## src/rtl/store_buffer.sv

```systemverilog
// Posted-write store buffer: a circular FIFO of {addr, data} entries drained in order
// into the backing memory, with youngest-match forwarding onto combinational loads.
module store_buffer #(
   parameter int DEPTH = 4,
   parameter int AW    = 32,
   parameter int DW    = 32
) (
   input  logic                     clk_i,
   input  logic                     rst_i,
   input  logic                     MemWrite_i,
   input  logic                     MemRead_i,
   input  logic [AW-1:0]            addr_i,
   input  logic [DW-1:0]            data_i,
   output logic [DW-1:0]            data_o,
   output logic                     stall_o,
   output logic                     empty_o,
   output logic [$clog2(DEPTH):0]   count_o,
   output logic [AW-1:0]            mem_raddr_o,
   input  logic [DW-1:0]            mem_rdata_i,
   output logic                     mem_wvalid_o,
   output logic [AW-1:0]            mem_waddr_o,
   output logic [DW-1:0]            mem_wdata_o,
   input  logic                     mem_wready_i
);

   localparam int PW = $clog2(DEPTH);
   localparam int CW = PW + 1;

   logic [AW-1:0] addr_q [DEPTH];
   logic [DW-1:0] data_q [DEPTH];

   logic [PW-1:0] head;
   logic [PW-1:0] tail;
   logic [CW-1:0] count;

   logic full;
   logic empty;
   logic enq;
   logic deq;
   logic [DW-1:0] fwd_data;
   logic [PW-1:0] idx;

   // MemRead_i only qualifies use of data_o upstream; the buffer itself ignores it.
   logic unused_read;
   assign unused_read = MemRead_i;

   assign full  = (count == CW'(DEPTH));
   assign empty = (count == '0);

   // A full buffer that drains on this edge frees a slot for the incoming store.
   assign stall_o      = MemWrite_i & full & ~mem_wready_i;
   assign mem_wvalid_o = ~empty & ~rst_i;
   assign mem_waddr_o  = addr_q[head];
   assign mem_wdata_o  = data_q[head];
   assign mem_raddr_o  = addr_i;

   assign enq = MemWrite_i & ~stall_o & ~rst_i;
   assign deq = mem_wvalid_o & mem_wready_i;

   // Walk oldest to youngest so the last match (nearest tail-1) wins.
   always_comb begin
      fwd_data = mem_rdata_i;
      idx      = '0;
      for (int i = 0; i < DEPTH; i++) begin
         idx = head + PW'(i);
         if ((CW'(i) < count) && (addr_q[idx][AW-1:2] == addr_i[AW-1:2])) begin
            fwd_data = data_q[idx];
         end
      end
   end

   assign data_o  = fwd_data;
   assign empty_o = empty;
   assign count_o = count;

   always_ff @(posedge clk_i) begin
      if (rst_i) begin
         head  <= '0;
         tail  <= '0;
         count <= '0;
      end else begin
         if (enq) tail <= tail + PW'(1);
         if (deq) head <= head + PW'(1);
         count <= count + CW'(enq) - CW'(deq);
      end
   end

   // Entry storage carries no reset; validity is tracked solely by head/count.
   always_ff @(posedge clk_i) begin
      if (enq) begin
         addr_q[tail] <= addr_i;
         data_q[tail] <= data_i;
      end
   end

endmodule

```

## config.mk

```make
export PLATFORM = sky130hd
export DESIGN_NAME = store_buffer
export DESIGN_NICKNAME = d
export VERILOG_FILES = /design/src/rtl/store_buffer.sv
export SDC_FILE = /design/constraint.sdc
export NUM_CORES = 1
export LEC_CHECK = 0
export CORE_ASPECT_RATIO = 0.5
export CORE_MARGIN = 1.5
export CORE_UTILIZATION = 30
export CTS_BUF_LIST = sky130_fd_sc_hd__clkbuf_16
export CTS_CLUSTER_DIAMETER = 30
export DETAILED_ROUTE_END_ITERATION = 12
export GPL_TIMING_DRIVEN = 0
export SLEW_MARGIN = 20
export SYNTH_ARGS = -nofsm -noshare
export SYNTH_HDL_FRONTEND = slang
export SYNTH_SLANG_ARGS = --single-unit
```

## constraint.sdc

```tcl
create_clock -name clk_i -period 4.2 [get_ports clk_i]
set_clock_uncertainty 0.1 [all_clocks]
set_input_delay 0.84 -clock clk_i [delete_from_list [all_inputs] [get_ports clk_i]]
set_output_delay 0.84 -clock clk_i [all_outputs]
set_load 0.01 [all_outputs]
```

==> metrics.log, run 1 <==
[metrics] outcome: finished, violations left
[metrics] violated checks: setup timing
[metrics] post-synthesis sequential area ratio: 44.7%
[metrics] CP Launch Type: register
[metrics] maximum clock insertion buffer count: 3
[metrics] biggest area consumer among synthesized cells: sky130_fd_sc_hd__edfxtp_1
[metrics] post-synthesis instance area: 0.0176 mm²
[metrics] RSZ-0062 raised after global routing: yes
[metrics] Slew Limit Headroom: 35.4%
[metrics] sum of negative setup slack: -32.49 ns
[metrics] proportion of register bits with asynchronous set or reset after synthesis: 0%
[metrics] largest net degree at the start of global routing: 39
[metrics] most frequently used flop master after synthesis: sky130_fd_sc_hd__edfxtp_1
[metrics] global-route wire length before repair: 87,600 µm
[metrics] clock buffer count from CTS: 56
[metrics] signed area change from the synthesized netlist to the final layout: 37.8%
[metrics] number of global-route vias before repair: 13,100
[metrics] topmost layer with routed signal wires: met5
[metrics] CTS tree: built
[metrics] Setup Crit Path Kind: reg2out
[metrics] cell types with the largest area share after synthesis: sky130_fd_sc_hd__edfxtp_1, sky130_fd_sc_hd__mux4_2, sky130_fd_sc_hd__mux2i_1
[metrics] number of warnings reported in the yosys synthesis log: 0
[metrics] via density per instance: 5.65
[metrics] M1 wire length: 22,700 µm
[metrics] Post-layout nets: 1,579
[metrics] combined global-route utilization of all metal layers: 19.4%
[metrics] endpoint kind of the worst setup timing path: output port
[metrics] post-synth top area share: 43.7%
[metrics] number of detailed-routing iterations run before antenna repair: 5
[metrics] f_max: 0.190 GHz
[metrics] post-layout worst setup margin: -1.07 ns
[metrics] Filler Cells Inserted: 5,243
[metrics] Cell variety after synth: 66
[metrics] Top cell by count, worst path: sky130_fd_sc_hd__buf_8
[metrics] number of enable flip-flop cells after synthesis: 256
[metrics] number of buffers added on ports: 232
[metrics] I/O pin count: 235
[metrics] total power divided by cell area: 425 mW/mm²
[metrics] core utilization of the finished layout: 42.0%
[metrics] CTS sink count: 265
[metrics] slowest stage delay, CP: 0.34 ns
[metrics] number of H-tree levels: 2
[metrics] transition time at the pin with the least slew margin: 0.969 ns
[metrics] data arrival time of the worst path: 4.33 ns
[metrics] total via count in the routed design: 12,900
[metrics] die area: 0.0602 mm²
[metrics] HP Class: reg2reg
[metrics] maximum resistive drop on vdd: 0.281 mV
[metrics] CORE AREA: 0.0576 mm²
[metrics] DPL Wire Length: 41,800 µm
[metrics] leakage power: 7.64 nW
[metrics] post-detailed-route DRC marker count: 0
[metrics] number of antenna violations at the first check in global routing: 4
[metrics] root cell of the clock tree: sky130_fd_sc_hd__clkbuf_16
[metrics] shortest clock period the worst path allows after layout: 5.27 ns
[metrics] met2 wire length: 31,300 µm
[metrics] largest fanout of any net on the critical path: 10
[metrics] width of the die: 345 µm
[metrics] Initial Utilization: 30.5%
[metrics] worst-skew pair later-pin latency: 0.58 ns
[metrics] number of placement rows: 62
[metrics] Net Count, Synth: 1,251
[metrics] max-cap viol count: 0
[metrics] fraction of layout instances using a drive strength above 1: 41.4%
[metrics] data required time of the worst path: 3.26 ns
[metrics] routed wirelength normalized by instance count: 26.3 µm
[metrics] Min Hold Slack: 0.471 ns
[metrics] Gate Count Post-Synth: 1,141
[metrics] drt first-iter violations: 1,160
[metrics] global route total overflow: 0
[metrics] list of cells traversed by the critical path: buf_12, buf_12, clkbuf_4, buf_8, buf_8, buf_8, buf_8, mux2i_2, xnor2_2, nand4_1, nor4_4, nand3_4, buf_4, buf_4, nor3_1, a211oi_2, buf_2
[metrics] cell with the largest stage delay on the worst path: sky130_fd_sc_hd__dfxtp_2
[metrics] Setup violations, final: 32
[metrics] DRT Wirelength: 60,000 µm
[metrics] number of flip-flops and latches in the synthesized netlist: 265
[metrics] endpoints failing hold: 0
[metrics] mean instance size in the synthesized netlist: 15.4 µm²
[metrics] routability-driven placement congestion ratio: 0.958
[metrics] fin crit share: 126%
[metrics] die height: 174 µm
[metrics] met3 wire length: 3900 µm
[metrics] Pins Over Slew Limit: 0
[metrics] antenna-violating nets left: 0
[metrics] clock edge transition at the registers on the reported setup and hold paths: 0.04 ns
==> placed cells by master (no fill, tap or decap), types with 21 or more instances in the layout <==
cell type / count
sky130_fd_sc_hd__edfxtp_1: 256
sky130_fd_sc_hd__mux4_2: 208
sky130_fd_sc_hd__clkdlybuf4s50_1: 199
sky130_fd_sc_hd__mux2i_1: 100
sky130_fd_sc_hd__buf_4: 67
sky130_fd_sc_hd__xnor2_1: 59
sky130_fd_sc_hd__clkbuf_16: 58
sky130_fd_sc_hd__buf_2: 38
sky130_fd_sc_hd__o22ai_1: 31
sky130_fd_sc_hd__clkbuf_2: 28
sky130_fd_sc_hd__a211oi_2: 24
sky130_fd_sc_hd__inv_1: 23
sky130_fd_sc_hd__nor2_1: 22
sky130_fd_sc_hd__buf_6: 22
sky130_fd_sc_hd__xnor2_2: 21
sky130_fd_sc_hd__nand4_1: 21
==> layout make-up <==
cell class | count | area, µm² | share of cell area (%)
multi-input cells | 721 | 9650 | 39.8
flip-flops and latches | 265 | 7870 | 32.5
repair buffers | 274 | 2690 | 11.1
clock buffers | 57 | 1430 | 5.89
plain buffers | 134 | 1080 | 4.47
well taps | 768 | 961 | 3.97
clock inverters | 48 | 477 | 1.97
inverters | 17 | 63.8 | 0.263
diodes | 3 | 7.51 | 0.0310
==> state kept, by name, summed over array words and instances, names as in the netlist, named ones only <==
register / cells
head: 2
data_q: 128
addr_q: 128
tail: 2
count_o: 3
==> cells by family (layout without fill, tap and decap cells) <==
group	after synthesis	count (layout)	synth area share [%]
compound gates	146	146	6.77
xor+xnor	97	97	4.87
fa+ha+maj	9	9	0.683
buf+inv	155	530	4.85
flops	265	265	44.7
mux	331	331	33.7
other cells	0	3	0
simple gates	138	138	4.38
==> what timing repair did <==
item,CTS,global route
buffers inserted,21,14
endpoints found under the setup margin,68,34
gates cloned,2,1
gates resized for setup,326,100
pin swaps,28,29
hold buffers,0,0
==> final timing paths <==
kind              slack [ns]        end  startpoint  cells after the start
setup / recovery       -1.07  data_o[1]     head[1]                     17
hold / removal          0.47    tail[1]     tail[1]                      2
setup reg to reg        1.10    head[1]     head[0]                      9
hold reg to reg         0.47    tail[1]     tail[1]                      2
==> routing by layer <==
| metal | up-vias | global-route usage (%) |
|---|---|---|
| met4 | 2 | 7.76 |
| met1 | 6719 | 23.8 |
| met5 | - | 0 |
| met3 | 148 | 2.77 |
| li1 | 5443 | - |
| met2 | 608 | 34.7 |
==> per-stage QoR <==
step / instances / power (W) / cell area [µm²] / worst slack [ns]
detailed placement: 2145 / 0.00576 / 21000 / -2.22
global route: 2287 / 0.0106 / 24200 / -1.14
floorplan: 1141 / 0.00474 / 17600 / 0.122
CTS: 2272 / 0.0103 / 23700 / -1.14
global placement: 2141 / 0.00575 / 20900 / -2.25
finish: 2287 / 0.0103 / 24200 / -1.07
==> Yosys cell counts (3+ instances only) <==
| cell type | n |
|---|---|
| sky130_fd_sc_hd__or3_1 | 4 |
| sky130_fd_sc_hd__xor2_1 | 12 |
| sky130_fd_sc_hd__o2111ai_1 | 3 |
| sky130_fd_sc_hd__buf_1 | 12 |
| sky130_fd_sc_hd__a211oi_1 | 7 |
| sky130_fd_sc_hd__nor2b_1 | 4 |
| sky130_fd_sc_hd__nand3_1 | 7 |
| sky130_fd_sc_hd__and2_1 | 7 |
| sky130_fd_sc_hd__buf_2 | 15 |
| sky130_fd_sc_hd__nand2_1 | 10 |
| sky130_fd_sc_hd__nor4_1 | 8 |
| sky130_fd_sc_hd__dfxtp_1 | 9 |
| sky130_fd_sc_hd__and3_1 | 3 |
| sky130_fd_sc_hd__inv_1 | 16 |
| sky130_fd_sc_hd__a211oi_2 | 30 |
| sky130_fd_sc_hd__clkbuf_1 | 55 |
| sky130_fd_sc_hd__mux2i_1 | 116 |
| sky130_fd_sc_hd__buf_6 | 8 |
| sky130_fd_sc_hd__ha_1 | 8 |
| sky130_fd_sc_hd__a21oi_1 | 11 |
| sky130_fd_sc_hd__mux2_1 | 6 |
| sky130_fd_sc_hd__o22ai_1 | 44 |
| sky130_fd_sc_hd__nor3_1 | 36 |
| sky130_fd_sc_hd__xnor2_1 | 84 |
| sky130_fd_sc_hd__o221ai_1 | 4 |
| sky130_fd_sc_hd__o21ai_0 | 9 |
| sky130_fd_sc_hd__edfxtp_1 | 256 |
| sky130_fd_sc_hd__nand2b_1 | 4 |
| sky130_fd_sc_hd__mux4_2 | 208 |
| sky130_fd_sc_hd__a2bb2oi_1 | 4 |
| sky130_fd_sc_hd__nand4_1 | 21 |
| sky130_fd_sc_hd__buf_4 | 47 |
| sky130_fd_sc_hd__o2bb2ai_1 | 8 |
| sky130_fd_sc_hd__a22oi_1 | 3 |
| sky130_fd_sc_hd__nor2_1 | 22 |
==> worst max-delay path: cells and delay by family (launching register included) <==
| kind | cells | cell delay, ns |
|---|---|---|
| AND/OR/NAND/NOR | 4 | 1.04 |
| XOR/XNOR | 1 | 0.19 |
| flip-flops | 1 | 0.34 |
| multiplexers | 1 | 0.27 |
| buffers and inverters | 10 | 1.79 |
| AO/OA/AOI/OAI | 1 | 0.08 |
==> power by group <==
part / internal [W] / switching, W / leakage (nW)
combinational: 0.00140 / 0.00139 / 4.31
sequential: 0.00303 / 0.0000943 / 2.40
clock: 0.00286 / 0.00152 / 0.933
Power figures use the tool's default switching activity.
==> inputs of run 2 (changes only) <==
- CTS_CLUSTER_DIAMETER: 30 -> not set
- SKIP_LAST_GASP: not set -> 1
==> run 2 against run 1 <==
Effect of this change: the run still ends with setup timing left; flip-flop and latch count stayed put; hold slack worse by 0.00062 ns; critical path depth fell by 1; via count is 2.1% lower; core utilization fell by 1.6 points; setup slack improved by 0.096 ns; global-route usage down 0.28 points; die area unchanged; critical endpoint is now data_o[14]; largest power group is now sequential cells; highest routed layer is now met4.
==> metrics.log, run 2 (same netlist as run 1, synthesis figures left out) <==
[metrics] outcome: finished, violations left (unchanged)
[metrics] violated checks: setup timing (unchanged)
[metrics] post-detailed-route DRC marker count: 0 (unchanged)
[metrics] leakage power: 7.21 nW (was 7.64 nW)
[metrics] RSZ-0062 raised after global routing: yes (unchanged)
[metrics] transition time at the pin with the least slew margin: 0.968 ns (was 0.969 ns)
[metrics] CTS sink count: 265 (unchanged)
[metrics] drt first-iter violations: 1,396 (was 1,160)
[metrics] data arrival time of the worst path: 4.24 ns (was 4.33 ns)
[metrics] non-filler cells, final: 2,230 (was 2,287)
[metrics] Setup Crit Path Kind: reg2out (unchanged)
[metrics] maximum clock insertion buffer count: 3 (unchanged)
[metrics] routability-driven placement congestion ratio: 0.958 (unchanged)
[metrics] f_max: 0.193 GHz (was 0.190 GHz)
[metrics] fraction of layout instances using a drive strength above 1: 38.6% (was 41.4%)
[metrics] number of placement rows: 62 (unchanged)
[metrics] DPL Wire Length: 41,800 µm (unchanged)
[metrics] Pins Over Slew Limit: 0 (unchanged)
[metrics] multi-input logic area: 0.00958 mm² (was 0.00965 mm²)
[metrics] endpoints failing hold: 0 (unchanged)
[metrics] total via count in the routed design: 12,600 (was 12,900)
[metrics] number of detailed-routing iterations run before antenna repair: 5 (unchanged)
[metrics] Setup violations, final: 32 (unchanged)
[metrics] signed area change from the synthesized netlist to the final layout: 32.4% (was 37.8%)
[metrics] clock buffer count from CTS: 28 (was 56)
[metrics] Hold-fix buffers, CTS: 0 (unchanged)
[metrics] HP Class: reg2reg (unchanged)
[metrics] via density per instance: 5.67 (was 5.65)
[metrics] global route total overflow: 0 (unchanged)
[metrics] combined global-route utilization of all metal layers: 19.2% (was 19.4%)
[metrics] topmost layer with routed signal wires: met4 (was met5)
[metrics] routed wirelength normalized by instance count: 26.6 µm (was 26.3 µm)
[metrics] root cell of the clock tree: sky130_fd_sc_hd__clkbuf_16 (unchanged)
[metrics] global-route wire length before repair: 86,400 µm (was 87,600 µm)
[metrics] die height: 174 µm (unchanged)
[metrics] Slew Limit Headroom: 35.4% (about the same)
[metrics] total power divided by cell area: 366 mW/mm² (was 425 mW/mm²)
[metrics] number of placed instances, taps included: 2,145 (unchanged)
[metrics] antenna-violating nets left: 0 (unchanged)
[metrics] M1 wire length: 22,700 µm (about the same)
[metrics] shortest clock period the worst path allows after layout: 5.18 ns (was 5.27 ns)
[metrics] number of H-tree levels: 1 (was 2)
[metrics] largest fanout of any net on the critical path: 10 (unchanged)
[metrics] max-cap viol count: 0 (unchanged)
[metrics] fin crit share: 123% (was 126%)
[metrics] endpoint kind of the worst setup timing path: output port (unchanged)
[metrics] core utilization of the finished layout: 40.4% (was 42.0%)
[metrics] Post-layout nets: 1,548 (was 1,579)
[metrics] I/O pin count: 235 (unchanged)
[metrics] met2 wire length: 31,400 µm (was 31,300 µm)
[metrics] Initial Utilization: 30.5% (unchanged)
[metrics] most frequent cells in the layout: sky130_fd_sc_hd__edfxtp_1, sky130_fd_sc_hd__mux4_2, sky130_fd_sc_hd__clkdlybuf4s50_1 (unchanged)
[metrics] Filler Cells Inserted: 5,335 (was 5,243)
[metrics] CP Launch Type: register (unchanged)
[metrics] die area: 0.0602 mm² (unchanged)
[metrics] number of antenna violations at the first check in global routing: 3 (was 4)
[metrics] maximum resistive drop on vdd: 0.293 mV (was 0.281 mV)
[metrics] worst-skew pair later-pin latency: 0.58 ns (about the same)
[metrics] met3 wire length: 3150 µm (was 3900 µm)
[metrics] number of global-route vias before repair: 12,800 (was 13,100)
[metrics] DRT Wirelength: 59,300 µm (was 60,000 µm)
[metrics] post-layout worst setup margin: -0.977 ns (was -1.07 ns)
[metrics] most frequent standard cell in the layout excluding fill and tap cells: sky130_fd_sc_hd__edfxtp_1 (unchanged)
[metrics] CTS tree: built (unchanged)
[metrics] data required time of the worst path: 3.26 ns (about the same)
[metrics] largest net degree at the start of global routing: 39 (unchanged)
[metrics] width of the die: 345 µm (unchanged)
[metrics] sequential cell area in the final layout: 0.00788 mm² (was 0.00787 mm²)
[metrics] clock edge transition at the registers on the reported setup and hold paths: 0.06 ns (was 0.04 ns)
[metrics] number of buffers added on ports: 232 (unchanged)
[metrics] CORE AREA: 0.0576 mm² (unchanged)
==> run 2: cell count changes in the layout (fill, tap and decap cells not counted), moves of 6 or more <==
cell                         previous run  this run
sky130_fd_sc_hd__nor3_2                16        10
sky130_fd_sc_hd__inv_6                 10         0
sky130_fd_sc_hd__buf_12                10        17
sky130_fd_sc_hd__clkbuf_16             58        31
sky130_fd_sc_hd__nor3_1                15        24
sky130_fd_sc_hd__clkbuf_4              11         5
sky130_fd_sc_hd__clkinvlp_4             7         1
sky130_fd_sc_hd__buf_6                 22        15
==> run 2: metrics by stage <==
| step | total power, W | setup slack (ns) | area, µm² | hold WS, ns | setup TNS [ns] |
|---|---|---|---|---|---|
| 6_report | 0.00853 | -0.977 | 23300 | 0.470 | -29.17 |
| 3_3_place_gp | 0.00575 | -2.25 | 20900 | 0.450 | -396.93 |
| 2_1_floorplan | 0.00474 | 0.122 | 17600 | 0.418 | 0 |
| 5_1_grt | 0.00879 | -1.07 | 23300 | 0.501 | -32.00 |
| 4_1_cts | 0.00851 | -1.05 | 23000 | 0.473 | -30.96 |
| 3_5_place_dp | 0.00576 | -2.22 | 21000 | 0.461 | -81.65 |
==> run 2: final timing paths <==
kind / slack, ns / depth (start not counted) / from / end
max: -0.98 / 16 / head[1] / data_o[14]
min: 0.47 / 2 / tail[1] / tail[1]
min reg2reg: 0.47 / 2 / tail[1] / tail[1]
max reg2reg: 1.17 / 9 / head[0] / register
==> run 2: final cells by class <==
| type | count | share of cell area (%) |
|---|---|---|
| diodes | 2 | 0.0215 |
| plain buffers | 134 | 4.99 |
| clock buffers | 28 | 3.01 |
| clock inverters | 24 | 1.12 |
| inverters | 17 | 0.274 |
| multi-input cells | 721 | 41.1 |
| flip-flops and latches | 265 | 33.8 |
| well taps | 768 | 4.13 |
| repair buffers | 271 | 11.5 |
==> run 2: what timing repair did <==
action / CTS / global route
resized for setup: 364 / 48
setup endpoints to repair: 68 / 33
gates cloned: 2 / 2
setup buffers: 22 / 9
pin swaps: 29 / 31
==> run 2: report_power, final <==
part / internal [W] / switching [W]
registers: 0.00302 / 0.0000940
logic: 0.00141 / 0.00138
clock network: 0.00152 / 0.00110
==> run 2: worst max-delay path, cell delays in order (launching register included) <==
cell and delay (ns):
sky130_fd_sc_hd__dfxtp_2 0.33, sky130_fd_sc_hd__buf_12 0.15, sky130_fd_sc_hd__buf_12 0.15, sky130_fd_sc_hd__buf_8 0.12, sky130_fd_sc_hd__buf_12 0.13, sky130_fd_sc_hd__buf_4 0.15, sky130_fd_sc_hd__mux4_2 0.30, sky130_fd_sc_hd__xor2_1 0.17
sky130_fd_sc_hd__nor4_2 0.36, sky130_fd_sc_hd__and4b_1 0.25, sky130_fd_sc_hd__nand4_1 0.23, sky130_fd_sc_hd__buf_4 0.24, sky130_fd_sc_hd__o21ai_4 0.29, sky130_fd_sc_hd__nor2b_4 0.15, sky130_fd_sc_hd__buf_12 0.18, sky130_fd_sc_hd__a211oi_2 0.26
sky130_fd_sc_hd__buf_2 0.18
==> run 2: metal layers <==
metal	GRT usage, %	vias up
li1	-	5352
met1	23.8	6686
met2	35.0	498
met3	2.13	111
met4	5.92	0
met5	0	-
